==> src/rtl/muldiv_unit.sv <==
//==============================================================================
// Module   : muldiv_unit
// Brief    : Iterative 32-cycle multiply/divide unit feeding the HI/LO registers.
// Revision : 1.0 - initial release
//==============================================================================
`default_nettype none

module muldiv_unit #(
    parameter int WIDTH = 32
) (
    input  logic             clk,
    input  logic             rst_n,
    input  logic             start,
    input  logic [1:0]       op,
    input  logic [WIDTH-1:0] data_in1,
    input  logic [WIDTH-1:0] data_in2,
    input  logic             hi_we,
    input  logic             lo_we,
    input  logic [WIDTH-1:0] wdata,
    output logic             busy,
    output logic             done,
    output logic             div_by_zero,
    output logic [WIDTH-1:0] hi,
    output logic [WIDTH-1:0] lo
);

    localparam int                 c_CNT_W = $clog2(WIDTH);
    localparam logic [c_CNT_W-1:0] c_LAST  = c_CNT_W'(WIDTH - 1);

    localparam logic [1:0] S_IDLE = 2'd0;
    localparam logic [1:0] S_CALC = 2'd1;
    localparam logic [1:0] S_FIX  = 2'd2;

    logic [1:0]         r_state;
    logic [1:0]         w_next_state;
    logic [c_CNT_W-1:0] r_cnt;
    logic [2*WIDTH-1:0] r_acc;
    logic [WIDTH-1:0]   r_a;
    logic [WIDTH-1:0]   r_b;
    logic               r_is_div;
    logic               r_neg_res;
    logic               r_neg_rem;
    logic               r_dbz;
    logic               r_busy;
    logic               r_done;
    logic               r_dbz_pulse;
    logic [WIDTH-1:0]   r_hi;
    logic [WIDTH-1:0]   r_lo;

    // Operand magnitudes and sign bookkeeping for the signed ops
    logic               w_signed;
    logic               w_a_neg;
    logic               w_b_neg;
    logic [WIDTH-1:0]   w_mag_a;
    logic [WIDTH-1:0]   w_mag_b;

    assign w_signed = ~op[0];
    assign w_a_neg  = w_signed & data_in1[WIDTH-1];
    assign w_b_neg  = w_signed & data_in2[WIDTH-1];
    assign w_mag_a  = w_a_neg ? -data_in1 : data_in1;
    assign w_mag_b  = w_b_neg ? -data_in2 : data_in2;

    // Shift-add step: accumulator upper half gains the multiplicand, then shifts right
    logic [WIDTH:0]     w_mul_sum;
    logic [2*WIDTH-1:0] w_mul_next;

    assign w_mul_sum  = {1'b0, r_acc[2*WIDTH-1:WIDTH]} + (r_b[0] ? {1'b0, r_a} : '0);
    assign w_mul_next = {w_mul_sum, r_acc[WIDTH-1:1]};

    // Restoring step: upper half is the partial remainder, lower half collects quotient bits
    logic [WIDTH:0]     w_rem_sh;
    logic [WIDTH:0]     w_diff;
    logic               w_q_bit;
    logic [WIDTH-1:0]   w_rem_next;
    logic [2*WIDTH-1:0] w_div_next;

    assign w_rem_sh   = {r_acc[2*WIDTH-1:WIDTH], r_a[WIDTH-1]};
    assign w_diff     = w_rem_sh - {1'b0, r_b};
    assign w_q_bit    = ~w_diff[WIDTH];
    assign w_rem_next = w_q_bit ? w_diff[WIDTH-1:0] : w_rem_sh[WIDTH-1:0];
    assign w_div_next = {w_rem_next, r_acc[WIDTH-2:0], w_q_bit};

    // Final sign correction; a zero divisor leaves |dividend| as remainder, which
    // the dividend-sign fix-up turns back into the original dividend
    logic [2*WIDTH-1:0] w_prod;
    logic [WIDTH-1:0]   w_quot;
    logic [WIDTH-1:0]   w_rem;

    assign w_prod = r_neg_res ? -r_acc : r_acc;
    assign w_quot = r_dbz ? '1 : (r_neg_res ? -r_acc[WIDTH-1:0] : r_acc[WIDTH-1:0]);
    assign w_rem  = r_neg_rem ? -r_acc[2*WIDTH-1:WIDTH] : r_acc[2*WIDTH-1:WIDTH];

    always_ff @(posedge clk or negedge rst_n) begin
        if (!rst_n) begin
            r_state <= S_IDLE;
        end else begin
            r_state <= w_next_state;
        end
    end

    always_comb begin
        w_next_state = r_state;
        case (r_state)
            S_IDLE:  if (start) w_next_state = S_CALC;
            S_CALC:  if (r_cnt == c_LAST) w_next_state = S_FIX;
            S_FIX:   w_next_state = S_IDLE;
            default: w_next_state = S_IDLE;
        endcase
    end

    always_ff @(posedge clk or negedge rst_n) begin
        if (!rst_n) begin
            r_cnt       <= '0;
            r_acc       <= '0;
            r_a         <= '0;
            r_b         <= '0;
            r_is_div    <= 1'b0;
            r_neg_res   <= 1'b0;
            r_neg_rem   <= 1'b0;
            r_dbz       <= 1'b0;
            r_busy      <= 1'b0;
            r_done      <= 1'b0;
            r_dbz_pulse <= 1'b0;
            r_hi        <= '0;
            r_lo        <= '0;
        end else begin
            r_done      <= 1'b0;
            r_dbz_pulse <= 1'b0;
            case (r_state)
                S_IDLE: begin
                    if (hi_we) r_hi <= wdata;
                    if (lo_we) r_lo <= wdata;
                    if (start) begin
                        r_busy    <= 1'b1;
                        r_is_div  <= op[1];
                        r_a       <= w_mag_a;
                        r_b       <= w_mag_b;
                        r_neg_res <= w_a_neg ^ w_b_neg;
                        r_neg_rem <= w_a_neg;
                        r_dbz     <= op[1] & (data_in2 == '0);
                        r_acc     <= '0;
                        r_cnt     <= '0;
                    end
                end
                S_CALC: begin
                    r_cnt <= r_cnt + c_CNT_W'(1);
                    if (r_is_div) begin
                        r_acc <= w_div_next;
                        r_a   <= r_a << 1;
                    end else begin
                        r_acc <= w_mul_next;
                        r_b   <= r_b >> 1;
                    end
                end
                S_FIX: begin
                    if (r_is_div) begin
                        r_hi <= w_rem;
                        r_lo <= w_quot;
                    end else begin
                        r_hi <= w_prod[2*WIDTH-1:WIDTH];
                        r_lo <= w_prod[WIDTH-1:0];
                    end
                    r_done      <= 1'b1;
                    r_dbz_pulse <= r_dbz;
                    r_busy      <= 1'b0;
                end
                default: ;
            endcase
        end
    end

    assign busy        = r_busy;
    assign done        = r_done;
    assign div_by_zero = r_dbz_pulse;
    assign hi          = r_hi;
    assign lo          = r_lo;

endmodule

`default_nettype wire

==> config.mk <==
export PLATFORM = sky130hd
export DESIGN_NAME = muldiv_unit
export DESIGN_NICKNAME = d
export VERILOG_FILES = /design/src/rtl/muldiv_unit.sv
export SDC_FILE = /design/constraint.sdc
export NUM_CORES = 1
export LEC_CHECK = 0
export CAP_MARGIN = 25
export CORE_UTILIZATION = 59
export CTS_CLUSTER_SIZE = 20
export DETAILED_ROUTE_END_ITERATION = 6
export GPL_TIMING_DRIVEN = 1
export PLACE_DENSITY_LB_ADDON = 0.1
export SYNTH_ARGS = -nofsm -noshare
export SYNTH_HDL_FRONTEND = slang
export SYNTH_SLANG_ARGS = --single-unit
export TNS_END_PERCENT = 10
==> constraint.sdc <==
create_clock -name clk -period 3.8 [get_ports clk]
set_clock_uncertainty 0.1 [all_clocks]
set_input_delay 0.76 -clock clk [delete_from_list [all_inputs] [get_ports clk]]
set_output_delay 0.76 -clock clk [all_outputs]
set_load 0.005 [all_outputs]
==> results of run 1 <==
worst max-delay path, stage by stage, from the launching register on:
cell and delay [ps]:
dfrtp_1 490, buf_12 210, and2_1 170, ha_1 410, a21oi_2 210, o21ai_0 140
a221oi_1 380, o41ai_2 180, a311o_1 430, and3_1 180, a211oi_1 260, xor2_1 100
a211oi_1 230
sequential cells by signal, summed over array words and instances (netlist names):
| signal | count |
|---|---|
| r_acc | 64 |
| hi | 32 |
| lo | 32 |
| r_a | 32 |
| r_b | 32 |
| r_cnt | 5 |
| r_state | 2 |
| busy | 1 |
| div_by_zero | 1 |
| done | 1 |
| r_dbz | 1 |
| r_is_div | 1 |
| r_neg_rem | 1 |
| r_neg_res | 1 |
stage by stage:
step / setup WS [ps] / cell area [µm²]
floorplan: 473 / 16200
global placement: -42.0 / 18700
finish: 219 / 19600
CTS: 254 / 19600
global route: 6.37 / 19600
detailed placement: -36.8 / 18800
Yosys cell counts (39+ instances only):
cell type    n
nor2_1     131
nand2_1    214
xnor2_1    104
a21oi_1    191
nand3_1     59
ha_1        71
or3_1       39
clkbuf_1   119
dfrtp_1    206
mux2i_1     54
inv_1       58
xor2_1      62
o21ai_0    267
report_power, final:
group          switching, µW  internal, µW  total [µW]  leakage, µW
Sequential              1120          3160        4280      0.00259
Combinational           7130          5330       12500      0.00530
Clock                    957          1400        2360     0.000401
worst min path at each step:
stage          startpoint  endpoint  slack [ps]  cells after the start
2_1_floorplan       rst_n      busy         360                      0
3_3_place_gp       lo[22]    lo[22]         360                      2
3_5_place_dp       lo[30]    lo[30]         370                      2
4_1_cts             rst_n     lo[7]         190                      1
5_1_grt             rst_n     lo[7]         210                      1
6_report            rst_n     lo[7]         160                      1
metal layers:
metal	track usage	up-vias	part of all wire
met5	0	-	0
met4	0.170	0	0.046
met3	0.0430	148	0.080
met2	0.624	826	0.47
met1	0.491	7744	0.41
li1	-	7754	-
timing repair:
item,CTS,global route
gates resized for setup,0,3
setup endpoints to repair,0,3
hold buffers,0,0
setup buffers,0,0
kinds of logic after synthesis:
| family | after synthesis | synth area share |
|---|---|---|
| AO/OA/AOI/OAI | 703 | 0.257 |
| XOR/XNOR | 166 | 0.0897 |
| adder cells (fa/ha/maj) | 73 | 0.0573 |
| buffers and inverters | 200 | 0.0473 |
| flip-flops | 206 | 0.318 |
| multiplexers | 57 | 0.0354 |
| AND/OR/NAND/NOR | 646 | 0.195 |
final cells by class:
| type | instances | area share |
|---|---|---|
| Clock buffer | 30 | 0.0344 |
| Clock inverter | 14 | 0.00696 |
| Sequential cell | 206 | 0.263 |
| Inverter | 59 | 0.0113 |
| Multi-Input combinational cell | 1645 | 0.529 |
| Timing Repair Buffer | 281 | 0.133 |
| Tap cell | 341 | 0.0218 |
==> impl_metrics.yaml, run 1 <==
clock_network:
  insertion_delay_ps: 530
  cts_sinks: 206
  root_buffer: "clkbuf_16"
  cts_tree: "done"
  clock_path_buffers: 3
  ctsHtreeMaxLevel: 1
  cts_inserted_buffers: 24
  clkTransAtPathRegs_ps: 60
timing:
  hold_slack_ps: 165
  max_freq_ghz: 0.279
  worst_slew_pin_slew_ps: 811
  hold_violations: 0
  finalSetupViolCount: 0
  rsz0062_at_grt: "false"
  fin_crit_ps: 3580
  max-slew-margin-rel: 0.459
  drv_slew: 0
  layout_worst_path_cycle_share: 0.942
  tns_ps: 0
layout:
  drive_above_1_share: 0.0868
  final_cell_mix: "o21ai_0, nand2_1, dfrtp_1, a21oi_1, clkdlybuf4s50_1"
  finish.utilization: 0.727
  nFillCells: 2133
  nets: 2393
  n_antenna_cell: 0
  regArea_um2: 5160
  multiInputGateArea_um2: 10400
  area_growth_pct: 20.9
  layout_commonest_cell: "o21ai_0"
  fin_cells: 2576
global_routing:
  grt_overflow: 0
  grt_first_pass_wirelength_mm: 83.9
  grt_start_max_net_pins: 83
  grt.total_usage: 0.375
  antenna_found_initial: 0
  grt_pass1_vias: 15530
logic_synthesis:
  avgSynthCellArea_um2: 7.90
  ys_warn_count: 0
  async_reset_ff_frac: 1.00
  synthesis.area_um2: 16200
  synth_top_cell_area_share: 0.318
  syn_inst: 2051
  ys_ff_latch: 206
  synth_edf_count: 0
  synth_top_area_cell: "dfrtp_1"
  synthFlopType: "dfrtp_1"
  netlist-cell-type-count: 70
  synth_nets: 2227
  yosys-top-cells-area: "dfrtp_1, o21ai_0, a21oi_1"
  ys_seq_area_frac: 0.318
route:
  final_antenna_net_count: 0
  drt_first_pass_iters: 6
  drcViolationCount: 0
  wire_per_inst_um: 20.6
  drtIter0Drc: 1933
  viasPerCell: 6.39
  wl_mm: 53.0
  num_vias: 16472
worst_setup_path:
  cp_max_fo: 26
  rr_worst_depth: 12
  critPathLaunch: "r_b[0]"
  reg2reg_to: "r_acc[62]"
  crit_type: "reg2reg"
  start_kind: "flip-flop"
  crit_arrival_ps: 3920
  end_kind: "flip-flop"
  reg2reg_slack_ps: 220
  crit_end: "r_acc[62]"
  worstReg2RegStart: "r_b[0]"
  worstPathRequired_ps: 4140
pwr:
  finalPower_uw: 19100
  p_leak_uw: 0.00830
  power_density_nw_per_um2: 976
  peakVddDrop_mv: 0.523
floorplan:
  io_pins: 170
  die_y_um: 168
  die-area_um2: 28100
  die-width_um: 168
  core_area_um2: 27000
  num_rows: 60
  start_util: 0.601
min_path:
  hp-class: "in2async"
place:
  place_congestion: 1.02
  port_buffers: 169
  dp_cells: 2532
  dp.final_hpwl_mm: 39.9
run:
  cap_violations: 0
run_status:
  status: "finished clean"
(Power assumes the default switching activity.)
==> run 2, diff against run 1 <==
--- a/config.mk
+++ b/config.mk
@@ -14,4 +14,3 @@
 export SYNTH_ARGS = -nofsm -noshare
 export SYNTH_HDL_FRONTEND = slang
 export SYNTH_SLANG_ARGS = --single-unit
-export TNS_END_PERCENT = 10
==> results of run 2 <==
No change in the layout: final DEF, timing and power equal those of run 1.
